<file path="src/rtl/wb_tester_pkg.sv">
// Shared types and LFSR helpers for the Wishbone memory self-test master.
package wb_tester_pkg;

   typedef enum logic [2:0] {
      ST_IDLE,
      ST_WRITE,
      ST_GAP,
      ST_READ,
      ST_DONE
   } tester_state_t;

   localparam logic [31:0] LFSR_POLY = 32'h0040_0007;

   // Galois form, shifting left: the MSB decides whether the taps are folded in.
   function automatic logic [31:0] lfsr_next(input logic [31:0] l);
      return {l[30:0], 1'b0} ^ (l[31] ? LFSR_POLY : 32'h0);
   endfunction

endpackage

</file>
<file path="src/rtl/wshb_if.sv">
// Shared Wishbone bus bundle used by the memory slaves and by the tester master.
interface wshb_if (
   input logic clk,
   input logic rst
);
   logic        cyc;
   logic        stb;
   logic        we;
   logic [3:0]  sel;
   logic [31:0] adr;
   logic [31:0] dat_ms;
   logic [31:0] dat_sm;
   logic        ack;

   modport master (
      output cyc, stb, we, sel, adr, dat_ms,
      input  ack, dat_sm
   );

   modport slave (
      input  clk, rst, cyc, stb, we, sel, adr, dat_ms,
      output ack, dat_sm
   );
endinterface

</file>
<file path="src/rtl/wb_lfsr32.sv">
// Loadable 32-bit pattern generator; a zero seed is replaced by 1 so the sequence never locks up.
module wb_lfsr32
   import wb_tester_pkg::*;
(
   input  logic        clk,
   input  logic        rst,
   input  logic        load,
   input  logic        step,
   input  logic [31:0] seed,
   output logic [31:0] value
);

   always_ff @(posedge clk) begin
      if (!rst)
         value <= 32'h1;
      else if (load)
         value <= (seed == 32'h0) ? 32'h1 : seed;
      else if (step)
         value <= lfsr_next(value);
   end

endmodule

</file>
<file path="src/rtl/wb_mem_tester.sv">
// Wishbone write-then-verify memory self-test master.
// Optional watchdog on ack is enabled with the WB_TESTER_TIMEOUT_EN macro.
module wb_mem_tester
   import wb_tester_pkg::*;
#(
   parameter int          mem_adr_width = 11,
   parameter logic [31:0] BASE_ADR      = 32'h0,
   parameter int          TIMEOUT       = 255
) (
   input  logic        clk,
   input  logic        rst,
   input  logic        start,
   input  logic [31:0] seed,
   output logic        busy,
   output logic        done,
   output logic        pass,
   output logic        timeout,
   output logic [15:0] err_count,
   output logic [31:0] first_err_adr,
   wshb_if.master      wb_m
);

   localparam logic [mem_adr_width-1:0] IDX_LAST = '1;

   tester_state_t            state, next_state;
   logic [mem_adr_width-1:0] idx;
   logic [31:0]              seed_q;
   logic                     timeout_q;
   logic [31:0]              lfsr_val;
   logic [31:0]              lfsr_seed;
   logic                     lfsr_load, lfsr_step;
   logic                     cyc, stb, we;
   logic [3:0]               sel;
   logic [31:0]              adr, dat_ms;
   logic                     last_word;
   logic                     wd_expire;

   assign last_word = (idx == IDX_LAST);

   wb_lfsr32 u_lfsr (
      .clk   (clk),
      .rst   (rst),
      .load  (lfsr_load),
      .step  (lfsr_step),
      .seed  (lfsr_seed),
      .value (lfsr_val)
   );

`ifdef WB_TESTER_TIMEOUT_EN
   localparam logic [7:0] TIMEOUT_CNT = 8'(TIMEOUT);
   logic [7:0] wd_cnt;

   // Counts stalled strobe cycles of the current access; fires on the cycle the limit is hit.
   assign wd_expire = stb && !wb_m.ack && ((wd_cnt + 8'd1) == TIMEOUT_CNT);

   always_ff @(posedge clk) begin
      if (!rst || !stb || wb_m.ack)
         wd_cnt <= 8'd0;
      else
         wd_cnt <= wd_cnt + 8'd1;
   end
`else
   assign wd_expire = 1'b0;
`endif

   always_comb begin
      next_state = state;
      cyc        = 1'b0;
      stb        = 1'b0;
      we         = 1'b0;
      sel        = 4'h0;
      adr        = 32'h0;
      dat_ms     = 32'h0;
      lfsr_load  = 1'b0;
      lfsr_step  = 1'b0;
      lfsr_seed  = seed;
      case (state)
         ST_IDLE, ST_DONE: begin
            if (start) begin
               next_state = ST_WRITE;
               lfsr_load  = 1'b1;
            end
         end
         ST_WRITE: begin
            cyc    = 1'b1;
            stb    = 1'b1;
            we     = 1'b1;
            sel    = 4'hF;
            adr    = BASE_ADR + (32'(idx) << 2);
            dat_ms = lfsr_val;
            if (wb_m.ack) begin
               lfsr_step = 1'b1;
               if (last_word)
                  next_state = ST_GAP;
            end
         end
         // Replaying the same seed regenerates the written pattern for comparison.
         ST_GAP: begin
            lfsr_load  = 1'b1;
            lfsr_seed  = seed_q;
            next_state = ST_READ;
         end
         ST_READ: begin
            cyc = 1'b1;
            stb = 1'b1;
            sel = 4'hF;
            adr = BASE_ADR + (32'(idx) << 2);
            if (wb_m.ack) begin
               lfsr_step = 1'b1;
               if (last_word)
                  next_state = ST_DONE;
            end
         end
         default: next_state = ST_IDLE;
      endcase
      if (wd_expire)
         next_state = ST_DONE;
   end

   // Index, seed latch and result bookkeeping; reset wins over everything so cyc drops at once.
   always_ff @(posedge clk) begin
      if (!rst) begin
         state         <= ST_IDLE;
         idx           <= '0;
         seed_q        <= 32'h0;
         err_count     <= 16'h0;
         first_err_adr <= 32'h0;
         timeout_q     <= 1'b0;
      end else begin
         state <= next_state;
         case (state)
            ST_IDLE, ST_DONE: begin
               if (start) begin
                  seed_q        <= seed;
                  idx           <= '0;
                  err_count     <= 16'h0;
                  first_err_adr <= 32'h0;
                  timeout_q     <= 1'b0;
               end
            end
            ST_WRITE: begin
               if (wb_m.ack)
                  idx <= idx + 1'b1;
            end
            ST_GAP: idx <= '0;
            ST_READ: begin
               if (wb_m.ack) begin
                  idx <= idx + 1'b1;
                  if (wb_m.dat_sm != lfsr_val) begin
                     if (err_count != 16'hFFFF)
                        err_count <= err_count + 16'h1;
                     if (err_count == 16'h0)
                        first_err_adr <= adr;
                  end
               end
            end
            default: ;
         endcase
         if (wd_expire)
            timeout_q <= 1'b1;
      end
   end

   assign busy    = (state == ST_WRITE) || (state == ST_GAP) || (state == ST_READ);
   assign done    = (state == ST_DONE);
   assign timeout = done && timeout_q;
   assign pass    = done && (err_count == 16'h0) && !timeout_q;

   assign wb_m.cyc    = cyc;
   assign wb_m.stb    = stb;
   assign wb_m.we     = we;
   assign wb_m.sel    = sel;
   assign wb_m.adr    = adr;
   assign wb_m.dat_ms = dat_ms;

endmodule
</file>
<file path="src/flat_wrapper.sv">
// flat-port wrapper written by rule: the top's interface ports become plain ports
module wb_mem_tester_flat import wb_tester_pkg::*;
#(
   parameter int          mem_adr_width = 11,
   parameter logic [31:0] BASE_ADR      = 32'h0,
   parameter int          TIMEOUT       = 255
)
  (clk, rst, start, seed, busy, done, pass, timeout, err_count, first_err_adr, wb_m_cyc, wb_m_stb, wb_m_we, wb_m_sel, wb_m_adr, wb_m_dat_ms, wb_m_ack, wb_m_dat_sm);
  wshb_if wb_m_i (.clk(clk), .rst(rst));
  input  logic clk;
  input  logic rst;
  input  logic start;
  input  logic [31:0] seed;
  output logic busy;
  output logic done;
  output logic pass;
  output logic timeout;
  output logic [15:0] err_count;
  output logic [31:0] first_err_adr;
  output wire logic [$bits(wb_m_i.cyc)-1:0] wb_m_cyc;
  output wire logic [$bits(wb_m_i.stb)-1:0] wb_m_stb;
  output wire logic [$bits(wb_m_i.we)-1:0] wb_m_we;
  output wire logic [$bits(wb_m_i.sel)-1:0] wb_m_sel;
  output wire logic [$bits(wb_m_i.adr)-1:0] wb_m_adr;
  output wire logic [$bits(wb_m_i.dat_ms)-1:0] wb_m_dat_ms;
  input wire logic [$bits(wb_m_i.ack)-1:0] wb_m_ack;
  input wire logic [$bits(wb_m_i.dat_sm)-1:0] wb_m_dat_sm;
  assign wb_m_cyc = wb_m_i.cyc;
  assign wb_m_stb = wb_m_i.stb;
  assign wb_m_we = wb_m_i.we;
  assign wb_m_sel = wb_m_i.sel;
  assign wb_m_adr = wb_m_i.adr;
  assign wb_m_dat_ms = wb_m_i.dat_ms;
  assign wb_m_i.ack = wb_m_ack;
  assign wb_m_i.dat_sm = wb_m_dat_sm;
  wb_mem_tester #(.mem_adr_width(mem_adr_width), .BASE_ADR(BASE_ADR), .TIMEOUT(TIMEOUT)) u_core (.clk(clk), .rst(rst), .start(start), .seed(seed), .busy(busy), .done(done), .pass(pass), .timeout(timeout), .err_count(err_count), .first_err_adr(first_err_adr), .wb_m(wb_m_i));
endmodule
</file>
<file path="config.mk">
export PLATFORM = sky130hd
export DESIGN_NAME = wb_mem_tester_flat
export DESIGN_NICKNAME = d
export VERILOG_FILES = /design/src/rtl/wb_tester_pkg.sv /design/src/rtl/wshb_if.sv /design/src/rtl/wb_lfsr32.sv /design/src/rtl/wb_mem_tester.sv /design/src/flat_wrapper.sv
export SDC_FILE = /design/constraint.sdc
export NUM_CORES = 1
export LEC_CHECK = 0
export ABC_AREA = 1
export CORE_ASPECT_RATIO = 1.2
export CORE_MARGIN = 2
export CORE_UTILIZATION = 51
export DETAILED_ROUTE_END_ITERATION = 8
export PLACE_DENSITY = 0.94
export SKIP_CTS_REPAIR_TIMING = 1
export SLEW_MARGIN = 20
export SYNTH_ARGS = -nofsm -noshare
export SYNTH_HDL_FRONTEND = slang
export SYNTH_SLANG_ARGS = --single-unit
</file>
<file path="constraint.sdc">
create_clock -name clk -period 4 [get_ports clk]
set_input_delay 0.6 -clock clk [delete_from_list [all_inputs] [get_ports clk]]
set_output_delay 0.6 -clock clk [all_outputs]
set_load 0.01 [all_outputs]
</file>
# Yosys cells after proc, flatten, opt, wreduce, memory -nomap -nowiden
# Index checks and enable logic that the tools add are counted.
word_totals:
  reg_bits: 126
  elab_cells: 74
op_classes:
  add_sub_neg: 2
  eq_ne: 16
  n_mux: 33
  n_bitwise: 1
  reduce_logical: 16
op_table:
  columns: ["op", "count"]
  rows:
  - ["$mux 32", 9]
  - ["$mux 16", 4]
  - ["$pmux 32 s2", 1]
  - ["$pmux 11 s3", 1]
  - ["$logic_not 32->1", 1]
  - ["$ne 32x32->1", 1]
  - ["$pmux 16 s2", 1]
  - ["$xor 32x23->32", 1]
  - ["$mux 23", 1]
  - ["$mux 11", 2]
  - ["$add 16x1->16 const B", 1]
  - ["$logic_not 16->1", 1]
  - ["$ne 16x16->1 const B", 1]
  - ["$mux 3", 5]
  - ["$reduce_and 5->1", 3]
  - ["$mux 13", 1]
  - ["$ne 2x1->1 const B", 6]
  - ["$pmux 3 s4", 1]
  - ["$add 11x1->11 const B", 1]
  - ["$eq 11x11->1 const B", 1]
  - ["$eq 3x2->1 const B", 2]
  - ["$ne 2x2->1 const B", 3]
  - ["$mux 1", 5]
  - ["$mux 4", 1]
  - ["11 further kinds", 14]

# Depth between registers and ports, before layout
# Gate-level depths: netlist (run 1).
depth:
  ltp_word: 7
  ltp_mapped: 15
  depth_no_buf: 13

# Modules after synthesis
# Synthesis (run 1) repeated with hierarchy kept, for this count alone.
unflattened:
  cells_unflattened: 1040
  hier_area_um2: 6570.1
modules_own_cells:
  columns: ["mod", "instances", "cells_per_inst", "area_each_um2", "seq_area_each_um2"]
  rows:
  - ["wb_mem_tester", 1, 822, 4993.5, 1461.4]
  - ["wb_lfsr32", 1, 218, 1576.5, 640.6]

# Worst setup path before layout (run 1)
# No wires, ideal clock.
synth_timing:
  path_type: "flip-flop to output port"
  startpoint: "register u_core.state[2]"
  endpoint: "output port wb_m_dat_ms[10]"
  t_arrival_ns: 1.236
  t_required_ns: 3.400
  slack_ns: 2.164
  stages_incl_launch_ff: 7
  n_path_buf: 1
  path_cell_list: "dfxtp_1 -> inv_2 -> nand2_2 -> nor2_1 -> inv_1 -> buf_1 -> nor2_1"
synth_between:
  elab_chain_len: 2
synth_lines:
  columns: ["item", "line_no", "rtl"]
  rows:
  - ["start: declaration", "wb_mem_tester.sv:25", "tester_state_t state, next_state;"]
  - ["start signal: assignment", "wb_mem_tester.sv:130", "state <= next_state;"]
  - ["$eq 3x1->1", "wb_mem_tester.sv:77", "case (state)"]
  - ["$mux 32", "wb_mem_tester.sv:77", null]
  - ["end: declaration", "flat_wrapper.sv:25", "output wire logic [$bits(wb_m_i.dat_ms)-1:0] wb_m_dat_ms;"]
# Every way passes these cells.

# Worst setup path in the final report (run 1)
layout_timing:
  startpoint: "register u_core.state[2]"
  endpoint: "output port wb_m_dat_ms[1]"
# Same word-level chain as after synthesis.

==> flow_summary_export.csv, run 1 <==
group,metric,value,unit
status,outcome,"complete, no violations",
sta,setup_viol,0,
setup_path,crit_path_end_kind,"output port",
synth,yosysWarnings,0,
detailed_routing,drc,0,
global_routing,grt.total_usage,25.58,%
detailed_routing,vias_per_cell,5.226,
setup_path,crit_fanout,33,
synth,avgSynthCellArea,6.564,um^2
setup_path,rrSetupSlack,1.55,ns
setup_path,r2r_start,"u_core.state[2]$_SDFFE_PN0P_",
synth,syn-instance-count,951,
floorplan,io_pins,191,
finish,fillers,1073,
global_routing,grt_max_degree,76,
global_routing,grt_pass1_vias,5800,
global_routing,antenna_found_initial,0,
finish,multi_input_area,3199,um^2
setup_path,startpoint,"u_core.state[2]$_SDFFE_PN0P_",
min_path,min_path_type,"flip-flop to flip-flop",
sta,finalWorstSetupSlack,1.138,ns
clocking,cts_buffers,9,
sta,max_clock_freq,349.4,MHz
power,total_power,4.713,mW
setup_path,crit_type,"flip-flop to output port",
sta,maxSlewViolCount,0,
detailed_routing,drtAntennaViolNets,0,
global_routing,grt_first_pass_wirelength,27800,um
setup_path,cp.arrival,2.26,ns
floorplan,die_y,125.2,um
floorplan,die_width,105.0,um
clocking,clk_latency,0.34,ns
finish,final_common_cell,"nand2_1",
synth,synth-main-ff-cell,"dfxtp_1",
finish,area_delta_synth_final,25.40,%
placed_design,finalWeightedCongestion,0.9548,
clocking,cts_root_buf,"clkbuf_16",
clocking,clock-sinks,105,
detailed_routing,drt_pass1_iterations,5,
placed_design,hpwlAfterDp,12660,um
detailed_routing,drt_iter0_drc,594,
clocking,path_clk_slew,0.07,ns
sta,period_needed,2.862,ns
synth,syn_area,6242,um^2
finish,regArea,2102,um^2
detailed_routing,num_vias,6418,
power,worst_ir_drop_vdd,0.4074,mV
clocking,cts_buffer_depth,2,
job,max_cap_violations,0,
sta,skew,0.007244,ns
placed_design,dp.cells,1214,
sta,rsz0062_at_grt,"false",
finish,n_antenna_cell,0,
finish,mostFrequentLayoutCells,"nand2_1 (191), clkdlybuf4s50_1 (146), inv_1 (133)",
setup_path,timing.rr.end,"u_core.first_err_adr[4]$_SDFFE_PN0P_",
detailed_routing,wl,17390,um
sta,maxSlewHeadroom,51.90,%
finish,layout-drive-gt1-share,4.217,%
setup_path,crit_end,"wb_m_dat_ms[1]",
sta,period_share,71.56,%
setup_path,critPathRequiredTime,3.40,ns
floorplan,rows,44,
synth,yosysSeqAreaShare,33.67,%
setup_path,r2r_cells,13,
sta,worst_pin_slew,0.7207,ns
floorplan,coreArea,12000,um^2
sta,hold_viol,0,
synth,yosys_register_bits,105,
global_routing,overflow,0,
power,power.leakage,3.231,nW
setup_path,worstSetupStartpointType,"flip-flop",
floorplan,start_util,52.01,%
synth,async_reset_ff_share,0,%
synth,synth-edff-count,0,
synth,synth_cell_type_count,34,
finish,finalNetCount,1135,
sta,setup_tns,0,ns
finish,final_cells,1228,
clocking,htreeDepth,3,
placed_design,portBuffers,147,
clocking,tritoncts,"done",
power,p_per_area,602.2,nW/um^2
placed_design,place_ws,1.139,ns
floorplan,dieArea,13140,um^2
detailed_routing,wl_per_cell,14.16,um
-- how the worst min path moves through the flow --
stage                                startpoint                               endpoint  slack [ns]  cells past startpoint
floorplan           u_core.idx[10]$_SDFFE_PN0P_  u_core.first_err_adr[12]$_SDFFE_PN0P_        0.46                      2
CTS                  u_core.idx[8]$_SDFFE_PN0P_             u_core.idx[8]$_SDFFE_PN0P_        0.50                      1
finish              u_core.idx[10]$_SDFFE_PN0P_  u_core.first_err_adr[12]$_SDFFE_PN0P_        0.50                      2
global placement    u_core.idx[10]$_SDFFE_PN0P_  u_core.first_err_adr[12]$_SDFFE_PN0P_        0.46                      2
global route         u_core.idx[8]$_SDFFE_PN0P_             u_core.idx[8]$_SDFFE_PN0P_        0.51                      1
detailed placement  u_core.idx[10]$_SDFFE_PN0P_  u_core.first_err_adr[12]$_SDFFE_PN0P_        0.48                      2
-- layout make-up --
| class | count | share of cell area [%] |
|---|---|---|
| sequential | 105 | 26.85 |
| inverter | 137 | 6.570 |
| clock inverter | 5 | 0.7513 |
| tap | 161 | 2.574 |
| timing repair buffer | 155 | 19.50 |
| clock buffer | 9 | 2.877 |
| multi-input combinational | 656 | 40.87 |
-- registers in the layout (all words and copies together), names as in the netlist --
signal	flops
u_core.first_err_adr	11
u_core.seed_q	32
u_core.err_count	16
u_core.idx	11
u_core.state	3
u_core.u_lfsr.value	32
-- cell families (layout without fill, tap and decap cells) --
logic type	count (synthesis)	in the layout	share of synthesized area, %
other cells	1	43	0.06007
buf+inv	232	306	17.60
compound gates	208	208	18.76
simple gates	373	373	25.24
xor+xnor	29	29	4.069
flops	105	105	33.67
fa+ha+maj	3	3	0.6014
-- per-stage QoR --
step / hold WS (ns) / instance area, um^2 / util [%]
floorplan: 0.4550 / 6400 / -
global placement: 0.4637 / 7543 / 62.85
detailed placement: 0.4825 / 7543 / 62.85
CTS: 0.4981 / 7828 / 65.22
global route: 0.5110 / 7828 / 65.22
finish: 0.4979 / 7828 / 65.22
-- synthesized netlist by cell type (14+ instances only) --
cell / n / area, um^2
a21oi_1: 67 / 335.3
a221oi_1: 32 / 280.3
buf_4: 50 / 375.4
clkbuf_1: 28 / 105.1
dfxtp_1: 105 / 2102
inv_1: 134 / 503.0
nand2_1: 191 / 716.9
nand3_1: 14 / 70.07
nand4_1: 23 / 143.9
nor2_1: 118 / 442.9
o21ai_0: 94 / 470.5
xnor2_1: 21 / 183.9
-- power breakdown --
group	leakage (nW)	total, mW	switching (mW)	internal (mW)
registers	0.864	1.62	0.256	1.36
logic	2.23	2.22	1.38	0.835
clock network	0.133	0.875	0.396	0.479
total	3.23	4.71	2.04	2.68
-- layer usage --
metal | up-vias | routed length (um) | GRT usage, %
met1 | 2842 | 7002 | 32.09
met4 | 0 | 634 | 11.69
met5 | - | 0 | 0
li1 | 3186 | - | -
met3 | 47 | 1312 | 4.015
met2 | 343 | 8443 | 43.05
-- critical path, cell delays in order, from the launching register on --
cell and delay (ns):
dfxtp_1 0.34, inv_2 0.07, nand2_2 0.28, nor2_1 0.11
inv_2 0.49, nor2_1 0.11, clkdlybuf4s50_1 0.52
Note: power is estimated with default switching activity, not from simulation.
==> run 2: changes to the inputs <==
- CORE_UTILIZATION: 51 -> 48
- PLACE_DENSITY: 0.94 -> 0.9
- clock period: 4 -> 2.8 ns (I/O delays scaled with it)
==> run 2 against run 1 <==
Sequential cell count stayed put. Register-to-register slack worse by 1.1 ns. Cell count is 0.90% higher. Sequential share of layout area is 0.23 points lower. Cell area is 0.88% higher. Clock-buffer cell count is 2 higher. Critical endpoint is now pass.
==> flow_summary_export.csv, run 2 (synthesized netlist as in run 1, its figures left out) <==
group,metric,value,unit
status,outcome,"complete, no violations",
detailed_routing,drt_iter0_drc,383,
placed_design,place_ws,0.4764,ns
sta,max_clock_freq,382.7,MHz
power,worst_ir_drop_vdd,0.4921,mV
detailed_routing,num_vias,6344,
finish,finalNetCount,1141,
floorplan,io_pins,191,
clocking,clock-sinks,105,
global_routing,antenna_found_initial,0,
setup_path,critPathRequiredTime,2.38,ns
sta,setup_tns,0,ns
finish,largestRegisters,"u_core.seed_q: 32 flops, u_core.u_lfsr.value: 32 flops, u_core.err_count: 16 flops",
sta,skew,0.007284,ns
placed_design,finalWeightedCongestion,0.9122,
finish,layout-drive-gt1-share,4.744,%
floorplan,die_y,128.9,um
detailed_routing,wl_per_cell,14.02,um
global_routing,grt_pass1_vias,5778,
setup_path,crit_fanout,6,
detailed_routing,drt_pass1_iterations,5,
finish,final_common_cell,"nand2_1",
finish,mostFrequentLayoutCells,"nand2_1 (191), clkdlybuf4s50_1 (146), inv_1 (134)",
detailed_routing,vias_per_cell,5.120,
placed_design,portBuffers,147,
sta,hold_viol,0,
setup_path,worstSetupStartpointType,"flip-flop",
floorplan,coreArea,12670,um^2
detailed_routing,drtAntennaViolNets,0,
job,max_cap_violations,0,
floorplan,dieArea,13940,um^2
finish,n_antenna_cell,0,
global_routing,grt_first_pass_wirelength,27740,um
sta,rsz0062_at_grt,"false",
floorplan,die_width,108.1,um
setup_path,crit_path_end_kind,"output port",
sta,period_share,93.32,%
clocking,tritoncts,"done",
global_routing,grt_max_degree,75,
clocking,cts_buffers,9,
sta,finalWorstSetupSlack,0.1871,ns
sta,worst_pin_slew,0.6772,ns
sta,setup_viol,0,
sta,maxSlewViolCount,0,
min_path,min_path_type,"flip-flop to flip-flop",
clocking,cts_buffer_depth,2,
setup_path,crit_type,"flip-flop to output port",
clocking,cts_root_buf,"clkbuf_16",
global_routing,grt.total_usage,24.89,%
finish,area_delta_synth_final,26.50,%
power,power.leakage,3.276,nW
clocking,clk_latency,0.35,ns
power,p_per_area,857.3,nW/um^2
global_routing,overflow,0,
floorplan,start_util,49.27,%
setup_path,cp.arrival,2.19,ns
sta,maxSlewHeadroom,54.69,%
sta,period_needed,2.613,ns
placed_design,hpwlAfterDp,12760,um
detailed_routing,wl,17370,um
clocking,path_clk_slew,0.07,ns
floorplan,rows,45,
clocking,htreeDepth,3,
detailed_routing,drc,0,
-- run 2: path summary, 6_finish.rpt --
check	from	endpoint	slack [ns]	depth (start not counted)
max	u_core.err_count[4]$_SDFFE_PN0P_	pass	0.19	6
min	u_core.idx[1]$_SDFFE_PN0P_	u_core.idx[1]$_SDFFE_PN0P_	0.51	2
max reg2reg	u_core.state[1]$_SDFFE_PN0P_	u_core.u_lfsr.value[0]$_SDFFE_PN1P_	0.42	13
min reg2reg	u_core.idx[1]$_SDFFE_PN0P_	u_core.idx[1]$_SDFFE_PN0P_	0.51	2
-- run 2: critical path, cell delays in order (launching register included) --
cell	delay [ns]
dfxtp_1	0.38
inv_1	0.11
nand2_1	0.07
nor4_1	0.38
nand2_1	0.17
nor3_1	0.17
clkdlybuf4s50_1	0.56
-- run 2: area by class of cell --
class | instances | area [um^2]
Sequential cell | 105 | 2102
Timing Repair Buffer | 161 | 1572
Multi-Input combinational cell | 656 | 3199
Tap cell | 164 | 205.2
Clock buffer | 11 | 242.7
Clock inverter | 5 | 61.31
Fill cell | 1152 | 4772
Inverter | 137 | 514.2
-- run 2: power breakdown --
part	total, mW	internal (mW)	switching [mW]
clock	1.31	0.725	0.581
sequential	2.30	1.95	0.356
combinational	3.16	1.22	1.94
-- run 2: metal layers --
layer / vias to the layer above / routed length, um / track usage, %
li1: 3199 / - / -
met1: 2844 / 7222 / 31.13
met2: 273 / 8653 / 43.88
met3: 28 / 1104 / 3.293
met4: 0 / 393 / 8.522
met5: - / 0 / 0
-- run 2: per-stage QoR --
step | area, um^2 | util (%) | total power [mW] | hold slack, ns | cells
floorplan | 6400 | - | 4.440 | 0.4550 | 993
global placement | 7592 | 59.93 | 5.367 | 0.4669 | 1223
detailed placement | 7592 | 59.93 | 5.454 | 0.4953 | 1223
CTS | 7896 | 62.33 | 6.768 | 0.5112 | 1239
global route | 7896 | 62.33 | 7.273 | 0.5318 | 1239
finish | 7896 | 62.33 | 6.769 | 0.5062 | 1239
==> run 3: changes to the inputs <==
- CORE_ASPECT_RATIO: 1.2 -> 1.25
- CORE_MARGIN: 2 -> default
==> run 3 against run 2 <==
Routed wire length fell by 1.7%. Register-to-register slack improved by 0.26 ns. Clock skew barely moved. Via count rose by 1.6%. Largest cell class unchanged. Largest power group unchanged.
==> flow_summary_export.csv, run 3 (synthesized netlist as in run 1, its figures left out) <==
group,metric,value,unit
placed_design,dp.cells,1225,
power,combPwrFrac,46.9,%
floorplan,coreArea,12660,um^2
clocking,tritoncts,"done",
detailed_routing,wl_per_cell,13.76,um
detailed_routing,vias_per_cell,5.192,
finish,final_cells,1241,
power,switching_share,42.87,%
job,max_cap_violations,0,
detailed_routing,drt_pass1_iterations,5,
setup_path,worstPathCellList,"inv_2, nand2_2, nor2_1, inv_1, buf_4, nor2_1, clkdlybuf4s50_1",
sta,hold_viol,0,
setup_path,worst-path-buf-inv,4,
power,p_sw,2.905,mW
detailed_routing,drtAntennaViolNets,0,
sta,setup_tns,0,ns
detailed_routing,drc,0,
floorplan,dieArea,13470,um^2
sta,hold_slack,0.4888,ns
floorplan,rows,46,
clocking,clock-sinks,105,
power,p_int,3.872,mW
global_routing,overflow,0,
power,seq_power_share,33.9,%
global_routing,grt.total_usage,25.00,%
power,power.leakage,3.275,nW
global_routing,busiest_layer,"met2",
clocking,htreeDepth,3,
power,worst_ir_drop_vdd,0.4958,mV
setup_path,critPathRequiredTime,2.38,ns
sta,maxSlewHeadroom,56.28,%
status,outcome,"complete, no violations",
detailed_routing,wl,17070,um
finish,mostFrequentLayoutCells,"nand2_1 (191), clkdlybuf4s50_1 (146), inv_1 (134)",
finish,largestRegisters,"u_core.seed_q: 32 flops, u_core.u_lfsr.value: 32 flops, u_core.err_count: 16 flops",
floorplan,io_pins,191,
sta,maxSlewViolCount,0,
global_routing,use_met3,3.974,%
sta,skew,0.007170,ns
finish,finalNetCount,1139,
setup_path,worstSetupStartpointType,"flip-flop",
global_routing,grt_max_degree,75,
finish,layout-drive-gt1-share,4.660,%
global_routing,grt_first_pass_wirelength,26980,um
floorplan,start_util,49.30,%
sta,period_share,94.95,%
clocking,path_clk_slew,0.07,ns
floorplan,die_width,104,um
setup_path,cp.arrival,2.24,ns
sta,period_needed,2.659,ns
global_routing,use_met2,44.39,%
placed_design,hpwlAfterDp,12610,um
power,p_per_area,858.0,nW/um^2
detailed_routing,num_vias,6443,
finish,final_common_cell,"nand2_1",
sta,max_clock_freq,376.1,MHz
sta,worst_pin_slew,0.6558,ns
setup_path,path_common_cell,"nor2_1",
setup_path,critPathMaxStageDelay,0.56,ns
sta,setup_viol,0,
min_path,min_path_type,"flip-flop to flip-flop",
placed_design,finalWeightedCongestion,0.8754,
clocking,cts_buffer_depth,2,
clocking,cts_root_buf,"clkbuf_16",
detailed_routing,drt_iter0_drc,299,
floorplan,die_y,129.5,um
finish,n_antenna_cell,0,
global_routing,antenna_found_initial,0,
sta,rsz0062_at_grt,"false",
setup_path,crit_fanout,33,
setup_path,crit_path_end_kind,"output port",
setup_path,cp_top_family,"buffers and inverters",
clocking,cts_buffers,9,
global_routing,grt_pass1_vias,5699,
setup_path,critPathSlowestCell,"clkdlybuf4s50_1",
finish,area_delta_synth_final,26.52,%
global_routing,use_met1,29.85,%
power,power_frac_clock,19.2,%
clocking,clk_latency,0.35,ns
setup_path,crit_type,"flip-flop to output port",
placed_design,portBuffers,147,
-- run 3: path summary, 6_finish.rpt --
| kind | depth (start not counted) | from | end | slack, ns |
|---|---|---|---|---|
| max | 7 | u_core.state[2]$_SDFFE_PN0P_ | wb_m_dat_ms[2] | 0.14 |
| min | 2 | u_core.idx[10]$_SDFFE_PN0P_ | u_core.idx[10]$_SDFFE_PN0P_ | 0.49 |
| max reg2reg | 13 | u_core.state[1]$_SDFFE_PN0P_ | u_core.u_lfsr.value[0]$_SDFFE_PN1P_ | 0.68 |
| min reg2reg | 2 | u_core.idx[10]$_SDFFE_PN0P_ | u_core.idx[10]$_SDFFE_PN0P_ | 0.49 |
-- run 3: per-layer routing --
layer,up-vias,part of all wire [%]
met1,2868,40
met2,338,50
li1,3198,-
met5,-,0
met3,39,7.1
met4,0,3.3
-- run 3: stage by stage --
stage | instance area (um^2) | setup WS (ns) | power (mW) | util, %
finish | 7898 | 0.1414 | 6.776 | 62.37
detailed placement | 7595 | 0.5049 | 5.454 | 59.98
global route | 7898 | 0.01411 | 7.257 | 62.37
CTS | 7898 | 0.1460 | 6.760 | 62.37
floorplan | 6400 | 1.038 | 4.440 | -
global placement | 7595 | 0.5127 | 5.377 | 59.98
-- run 3: area by class of cell --
type / count / area (um^2)
Sequential cell: 105 / 2102
Clock inverter: 7 / 77.57
Tap cell: 168 / 210.2
Inverter: 137 / 514.2
Fill cell: 1156 / 4765
Clock buffer: 9 / 225.2
Timing Repair Buffer: 159 / 1569
Multi-Input combinational cell: 656 / 3199
-- run 3: power groups by stage --
stage               Clock [mW]  Combinational, mW  Sequential [mW]
floorplan                    0               2.20             2.24
global placement             0               3.08             2.30
detailed placement           0               3.14             2.32
CTS                       1.31               3.16             2.29
global route              1.39               3.51             2.35
finish                    1.30               3.18             2.30
-- run 3: worst min-delay path, cell delays in order (launching register included) --
cell     delay (ns)
dfxtp_1        0.31
inv_1          0.08
a21oi_1        0.06
